### src/rtl/prim_sum_seq_ctrl.sv
// prim_sum_seq_ctrl
//
// Sequencing controller for a narrow, shared summation datapath.
// The controller accepts one request of NumSrc valid-qualified values,
// captures it, and then sums NumLanes values per cycle into an
// accumulator. When all beats are consumed, it presents the total on a
// result handshake.
//
// Ports:
//   clk_i        clock
//   rst_i        asynchronous reset, active-high
//   req_valid_i  request offered
//   req_ready_o  controller can accept a request (IDLE)
//   values_i     [NumSrc-1:0][Width-1:0] input values
//   valid_i      per-value valid bits; invalid values count as 0
//   res_valid_o  result available (DONE)
//   res_ready_i  consumer takes the result
//   sum_value_o  summation result (wrapped, or clamped when Saturate=1)
//   sum_valid_o  at least one captured valid bit was set
//   overflow_o   true sum of valid values >= 2**Width
//   busy_o       controller is in RUN or DONE
module prim_sum_seq_ctrl #(
  parameter int NumSrc   = 32,
  parameter int NumLanes = 8,
  parameter int Width    = 8,
  parameter bit Saturate = 1'b0
) (
  input  logic                             clk_i,
  input  logic                             rst_i,
  input  logic                             req_valid_i,
  output logic                             req_ready_o,
  input  logic [NumSrc-1:0][Width-1:0]     values_i,
  input  logic [NumSrc-1:0]                valid_i,
  output logic                             res_valid_o,
  input  logic                             res_ready_i,
  output logic [Width-1:0]                 sum_value_o,
  output logic                             sum_valid_o,
  output logic                             overflow_o,
  output logic                             busy_o
);

  localparam int NumBeats = NumSrc / NumLanes;
  localparam int BeatW    = (NumBeats > 1) ? $clog2(NumBeats) : 1;
  localparam int LaneW    = $clog2(NumLanes);
  localparam int IdxW     = BeatW + LaneW;
  localparam int BeatSumW = Width + LaneW;
  // One extra bit holds acc (< 2**Width) plus a full beat sum without loss.
  localparam int AccW     = BeatSumW + 1;

  typedef enum logic [1:0] {
    IDLE = 2'd0,
    RUN  = 2'd1,
    DONE = 2'd2
  } state_e;

  state_e state;

  // Capture stage: request data held for the whole run
  logic [NumSrc-1:0][Width-1:0] values_p0;
  logic [NumSrc-1:0]            vld_p0;
  logic [BeatW-1:0]             beat_p0;

  // Accumulate stage
  logic [Width-1:0]             acc_p1;
  logic                         ovf_p1;
  logic                         any_p1;

  logic [IdxW-1:0]              idx;
  logic [BeatSumW-1:0]          beat_sum;
  logic                         beat_any;
  logic [AccW-1:0]              acc_next;
  logic                         ovf_next;
  logic                         any_next;

  function automatic logic [Width-1:0] sat_fn(input logic [Width-1:0] val,
                                              input logic             ovf);
    if (Saturate && ovf) begin
      return '1;
    end
    return val;
  endfunction

  // Lane index is {beat, lane} because NumLanes is a power of two.
  always_comb begin
    idx      = '0;
    beat_sum = '0;
    beat_any = 1'b0;
    for (int l = 0; l < NumLanes; l++) begin
      idx = {beat_p0, LaneW'(l)};
      if (vld_p0[idx]) begin
        beat_sum = beat_sum + BeatSumW'(values_p0[idx]);
      end
      beat_any = beat_any | vld_p0[idx];
    end
    acc_next = AccW'(acc_p1) + AccW'(beat_sum);
    ovf_next = ovf_p1 | (acc_next[AccW-1:Width] != '0);
    any_next = any_p1 | beat_any;
  end

  always_ff @(posedge clk_i or posedge rst_i) begin
    if (rst_i) begin
      state       <= IDLE;
      values_p0   <= '0;
      vld_p0      <= '0;
      beat_p0     <= '0;
      acc_p1      <= '0;
      ovf_p1      <= 1'b0;
      any_p1      <= 1'b0;
      req_ready_o <= 1'b0;
      res_valid_o <= 1'b0;
      sum_value_o <= '0;
      sum_valid_o <= 1'b0;
      overflow_o  <= 1'b0;
      busy_o      <= 1'b0;
    end else begin
      case (state)
        IDLE: begin
          req_ready_o <= 1'b1;
          if (req_valid_i && req_ready_o) begin
            values_p0   <= values_i;
            vld_p0      <= valid_i;
            beat_p0     <= '0;
            acc_p1      <= '0;
            ovf_p1      <= 1'b0;
            any_p1      <= 1'b0;
            req_ready_o <= 1'b0;
            busy_o      <= 1'b1;
            state       <= RUN;
          end
        end
        RUN: begin
          acc_p1  <= acc_next[Width-1:0];
          ovf_p1  <= ovf_next;
          any_p1  <= any_next;
          beat_p0 <= beat_p0 + 1'b1;
          // Results are registered from the final beat's next-state values,
          // so they appear in the first DONE cycle.
          if (beat_p0 == BeatW'(NumBeats - 1)) begin
            res_valid_o <= 1'b1;
            sum_value_o <= sat_fn(acc_next[Width-1:0], ovf_next);
            sum_valid_o <= any_next;
            overflow_o  <= ovf_next;
            state       <= DONE;
          end
        end
        DONE: begin
          if (res_ready_i) begin
            res_valid_o <= 1'b0;
            sum_value_o <= '0;
            sum_valid_o <= 1'b0;
            overflow_o  <= 1'b0;
            busy_o      <= 1'b0;
            req_ready_o <= 1'b1;
            state       <= IDLE;
          end
        end
        default: begin
          state <= IDLE;
        end
      endcase
    end
  end

endmodule

### config.mk
export PLATFORM = sky130hd
export DESIGN_NAME = prim_sum_seq_ctrl
export DESIGN_NICKNAME = d
export VERILOG_FILES = /design/src/rtl/prim_sum_seq_ctrl.sv
export SDC_FILE = /design/constraint.sdc
export NUM_CORES = 1
export LEC_CHECK = 0
export CORE_MARGIN = 5
export CORE_UTILIZATION = 41
export CTS_CLUSTER_SIZE = 28
export DETAILED_ROUTE_END_ITERATION = 12
export HOLD_SLACK_MARGIN = 0.12
export PLACE_DENSITY_LB_ADDON = 0.25
export SYNTH_ARGS = -nofsm -noshare
export SYNTH_HDL_FRONTEND = slang
export SYNTH_SLANG_ARGS = --single-unit
### constraint.sdc
create_clock -name clk_i -period 28.5 [get_ports clk_i]
set_input_delay 5.7 -clock clk_i [delete_from_list [all_inputs] [get_ports clk_i]]
set_output_delay 5.7 -clock clk_i [all_outputs]
set_load 0.02 [all_outputs]
; After elaboration in Yosys (flattened, before gate mapping)
; Index checks and enable logic that the tools add are counted.
[totals]
reg_bits = 315
input_bits = 292
out_inout_bits = 13
[classes]
add_sub_neg = 9
n_lt_le_gt_ge = 8
eq_ne = 6
mux = 66
bitwise_logic = 9
reduce_logical = 12
[ops]
columns = op, n
row1 = 8-bit binary-select mux with 2-bit select, 8
row2 = 8-bit two-way mux, 12
row3 = 11-bit by 8-bit adder with 11-bit output, 6
row4 = 11-bit two-way mux, 6
row5 = 5-bit by 6-bit less-than comparator with 1-bit output (second input constant), 8
row6 = 8-bit one-hot mux with 2 select lines, 2
row7 = 1-bit binary-select mux with 2-bit select, 8
row8 = 1-bit two-way mux, 16
row9 = 1-bit one-hot mux with 2 select lines, 7
row10 = 8-bit by 11-bit adder with 12-bit output, 1
row11 = 8-bit by 8-bit adder with 9-bit output, 1
row12 = 9-bit two-way mux, 1
row13 = 1-bit bitwise OR, 9
row14 = 3-bit AND reduction, 3
row15 = 2-bit two-way mux, 4
row16 = 2-bit != test (second input constant), 3
row17 = 2-bit one-hot mux with 3 select lines, 1
row18 = 2-bit AND reduction, 3
row19 = 2-bit nonzero test, 3
row20 = 2-bit == test (second input constant), 2
row21 = 2-bit one-hot mux with 2 select lines, 1
row22 = 4-bit nonzero test, 1
row23 = 2-bit by 1-bit adder with 2-bit output (second input constant), 1
row24 = 2-bit by 1-bit == test with 1-bit output (second input constant), 1
row25 = other kinds (2), 2

; Logic depth before layout (Yosys ltp)
[depth]
ltp_word = 22
ltp_mapped = 50
mapped_depth_nobuf = 47

; Worst setup path before layout
; OpenSTA, ideal clock, no wires.
[synth_path]
kind = reg2reg
start = register beat_p0[0]
end = register ovf_p1
arrival_ns = 10.256
required_ns = 28.364
path_slack_ns = 18.108
path_stages_with_launch = 47
synth_period_minus_slack_ns = 10.392
cell_sequence = dfrtp_1 -> buf_6 -> buf_2 -> buf_1 -> buf_1 -> mux4_2 -> ha_1 -> fa_1 -> a21o_1 -> a211oi_1 -> o22ai_1 -> ha_1 -> o21a_1 -> o31a_1 -> a21oi_1 -> mux2_2 -> ha_1 -> o21a_1 -> [... 11 more ...] -> ha_1 -> xor2_1 -> nand2_1 -> o311ai_0 -> ha_1 -> xnor2_1 -> mux2_2 -> ha_1 -> xor2_1 -> a21oi_1 -> o31a_1 -> ha_1 -> o21ai_0 -> nor2_1 -> mux2i_1 -> or3_1 -> a311oi_1 -> o21ai_0
[synth_via]
elab_chain_len = 21
word_cells_on_any_way = 51
[synth_rtl]
columns = element, line
row1 = start: declaration, 61  ; logic [BeatW-1:0] beat_p0;
row2 = start signal: assignment, 135  ; beat_p0 <= beat_p0 + 1'b1;
row3 = 8-bit binary-select mux with 2-bit select or 1-bit binary-select mux with 2-bit select (tied branches), "91, 90"
row4 = 8-bit two-way mux (not written as such) or 1-bit two-way mux (tied branches), "91, 90"
row5 = 8-bit two-way mux, 90  ; if (vld_p0[idx]) begin
row6 = 8-bit by 8-bit adder with 9-bit output, 91  ; beat_sum = beat_sum + BeatSumW'(values_p0[idx]);
row7 = 9-bit two-way mux, 90
row8 = 11-bit by 8-bit adder with 11-bit output, 91
row9 = 11-bit two-way mux, 90
row10 = 11-bit by 8-bit adder with 11-bit output, 91
row11 = [... 5 more ...], n/a
row12 = 11-bit by 8-bit adder with 11-bit output, 91
row13 = 11-bit two-way mux, 90
row14 = 11-bit by 8-bit adder with 11-bit output, 91
row15 = 11-bit two-way mux *, 90
row16 = 8-bit by 11-bit adder with 12-bit output *, 95  ; acc_next = AccW'(acc_p1) + AccW'(beat_sum);
row17 = 4-bit nonzero test *, 96  ; ovf_next = ovf_p1 | (acc_next[AccW-1:Width] != '0);
row18 = 1-bit bitwise OR *, 96
row19 = 1-bit one-hot mux with 2 select lines *, 116  ; case (state)
row20 = end signal: assignment, 133  ; ovf_p1 <= ovf_next;
row21 = end: declaration, 65  ; logic ovf_p1;
; Mark *: on every way between the ends. The rest lies on a longest branch, timed or not. The select of a mux whose other input is x is not followed.
; A chain may end at the register's enable or synchronous reset.

; Worst setup path after layout
[layout_path]
start = register beat_p0[1]
end = register ovf_p1
; Same word-level chain as after synthesis.

==> impl_metrics.tcl <==
set metrics [dict create \
    status "finished clean" \
    vias 14000 \
    synth-edff-count 0 \
    htree_levels 2 \
    preCtsSetupSlack_ps 17860 \
    numCtsBuffers 38 \
    reg2regPathDepth 43 \
    cts_hold_buffers 0 \
    synth_top_cell_by_area "dfrtp_1" \
    critPathArrivalTime_ps 11080 \
    ant_nets 0 \
    critPathMaxStageDelay_ps 670 \
    clk_pin_slew_worst_paths_ps 60 \
    fmax_mhz 93.7 \
    antenna_found_initial 3 \
    postSynthCellCount 1905 \
    whs_path_depth 2 \
    slew_violations 0 \
    drc 0 \
    grt_max_degree 111 \
    rsz0062_at_grt "false" \
    clock_skew_ps 23.6 \
    port_buffers 304 \
    drive_gt1_frac 0.0829 \
    fin_ws_ps 17820 \
    critPathMostFrequentCell "ha_1" \
    syn2layout_area_growth_pct 27.8 \
    post_cts_buffers 0 \
    wl_um 47300 \
    clock_latency_ps 550 \
    synth-async-reset-ratio 1.00 \
    yosysUniqueCellTypes 64 \
    hold_path_class "reg2reg" \
    cts_tree "done" \
    hold_viol_final 0 \
    slowest_stage "dfrtp_4" \
    tns_ps 0 \
    grtUsageTotal 0.204 \
    synth_most_common_cell "nand2_1" \
    worstMarginPinSlew_ps 1100 \
    yosysTopAreaCellShare 0.459 \
    post_dp_cell_area_um2 20600 \
    fin_nets 2535 \
    dr.pass1.iters 5 \
    worst_hold_slack_ps 466 \
    start_util 0.412 \
    syn_nets 2272 \
    gp_congestion 0.806 \
    diodes 0 \
    crit_family "compound AO/OA/AOI/OAI gates" \
    ys_top_cells_by_area "dfrtp_1 (46%), nand2_1 (20%), mux4_2 (8.8%), ha_1 (4.9%), o21ai_0 (1.7%)" \
    wire_per_inst_um 17.3 \
    cp_max_fo 22 \
    vias_per_cell 5.11 \
    post_cts_resized 0 \
    yosysWarnings 0 \
    setup_viol 0 \
    period_share 0.375 \
    grt_pass1_vias 14300 \
    syn_area_um2 17200 \
    yosysSeqAreaShare 0.459 \
    drt_iter0_markers 960 \
    fin_crit_ps 10680 \
    max-cap-violations 0 \
    path_depth 43 \
    grt_pass1_wl_um 76500 \
    detailed_place_hpwl_um 34300 \
    root_buffer "clkbuf_16" \
    end_kind "register" \
    coreArea_um2 41700 \
    startpoint_type "register" \
    n_fill_cell 3868 \
    synth_seq_cells 315 \
    yosys-top-cells-count "nand2_1 (917), dfrtp_1 (315), clkbuf_1 (69)" \
    die_y_um 215 \
    clock_sinks 315 \
    maxSlewHeadroom 0.264 \
    crit_type "reg2reg" \
    die-area_um2 46000 \
    critical_path_required_ps 28900 \
    die_w_um 215 \
    ctsLongestPathBuffers 3 \
    synthFlopType "dfrtp_1" \
    path_buf_inv 1 \
    rows 75 \
    io-pin-count 305 \
    grt_remaining_overflow 0 \
    fin_area_um2 21900 \
    syn_avg_cell_area_um2 9.01 \
    ff2ff_setup_slack_ps 17820 \
]
==> sequential cells by signal (all words and copies together), names as in the netlist <==
name,flops
beat_p0,2
sum_valid_o,1
any_p1,1
acc_p1,8
values_p0,256
req_ready_o,1
vld_p0,32
busy_o,1
res_valid_o,1
state,2
sum_value_o,8
overflow_o,1
ovf_p1,1
==> final timing paths <==
path	endpoint	start
max	ovf_p1$_DFFE_PP0P_	beat_p0[1]$_DFFE_PP0P_
min	values_p0[240]$_DFFE_PP0P_	values_p0[240]$_DFFE_PP0P_
max reg2reg	ovf_p1$_DFFE_PP0P_	beat_p0[1]$_DFFE_PP0P_
min reg2reg	values_p0[240]$_DFFE_PP0P_	values_p0[240]$_DFFE_PP0P_
max in group asynchronous	beat_p0[0]$_DFFE_PP0P_	rst_i
min in group asynchronous	values_p0[195]$_DFFE_PP0P_	rst_i
==> worst min-delay path, cell delays in order (launching register included) <==
cell and delay (ps):
dfrtp_1 330, nand2_1 50, nand2_1 50
==> cells in the final DEF (no fill, tap or decap), types with 3 or more instances in the layout <==
cell type	netlist	final
a21boi_0	3	3
nor2b_1	12	12
and2_1	7	7
xnor2_1	24	24
a21oi_1	43	43
nand2b_1	6	6
nand2_1	917	917
clkbuf_8	0	6
mux2i_1	10	10
o31a_1	10	10
a21o_1	16	16
ha_1	67	67
a211oi_1	9	9
o21ai_1	5	5
mux2_2	24	24
mux4_1	5	5
dfrtp_1	315	313
o21a_1	26	26
nand3_1	20	19
clkbuf_1	69	7
o22ai_1	3	3
clkdlybuf4s50_1	0	304
xor2_1	15	15
nor3_1	6	6
bufinv_16	0	5
mux2_4	6	6
inv_1	43	42
clkbuf_16	0	39
clkinv_2	0	6
buf_4	1	13
o21ai_0	57	57
mux4_2	67	67
fa_1	8	8
nor2_1	45	45
==> stage by stage <==
step	instances	util
4_1_cts	2734	0.526
3_3_place_gp	2667	0.495
3_5_place_dp	2667	0.495
6_report	2734	0.526
2_1_floorplan	1905	-
5_1_grt	2734	0.526
==> kinds of logic (layout without fill, tap and decap cells) <==
kind of cell / Yosys count / in the layout / share of synthesized area
and+or+nand+nor: 1027 / 1027 / 0.233
DFF: 315 / 315 / 0.459
AOI/OAI and AO/OA: 196 / 196 / 0.0726
buffers and inverters: 138 / 428 / 0.0311
muxes: 112 / 112 / 0.122
adders and majority gates: 76 / 76 / 0.0588
xor gates and xnor gates: 41 / 41 / 0.0229
==> area by class of cell <==
cell class,instances,area (um2),share of cell area
Inverter,44,173,0.00787
Timing Repair Buffer,317,3140,0.143
Clock buffer,52,1080,0.0495
Clock inverter,15,213,0.00970
Multi-Input combinational cell,1452,8760,0.399
Sequential cell,315,7890,0.360
Tap cell,539,674,0.0307
==> routing by layer <==
metal,vias to the layer above,share of wire,GRT usage
li1,6811,-,-
met1,6737,0.46,0.289
met2,365,0.46,0.321
met3,63,0.062,0.0487
met4,6,0.019,0.0460
met5,-,0.00085,0
Power is not shown: default switching activity piles up to over one toggle a cycle in this logic, so the estimate is an artifact.
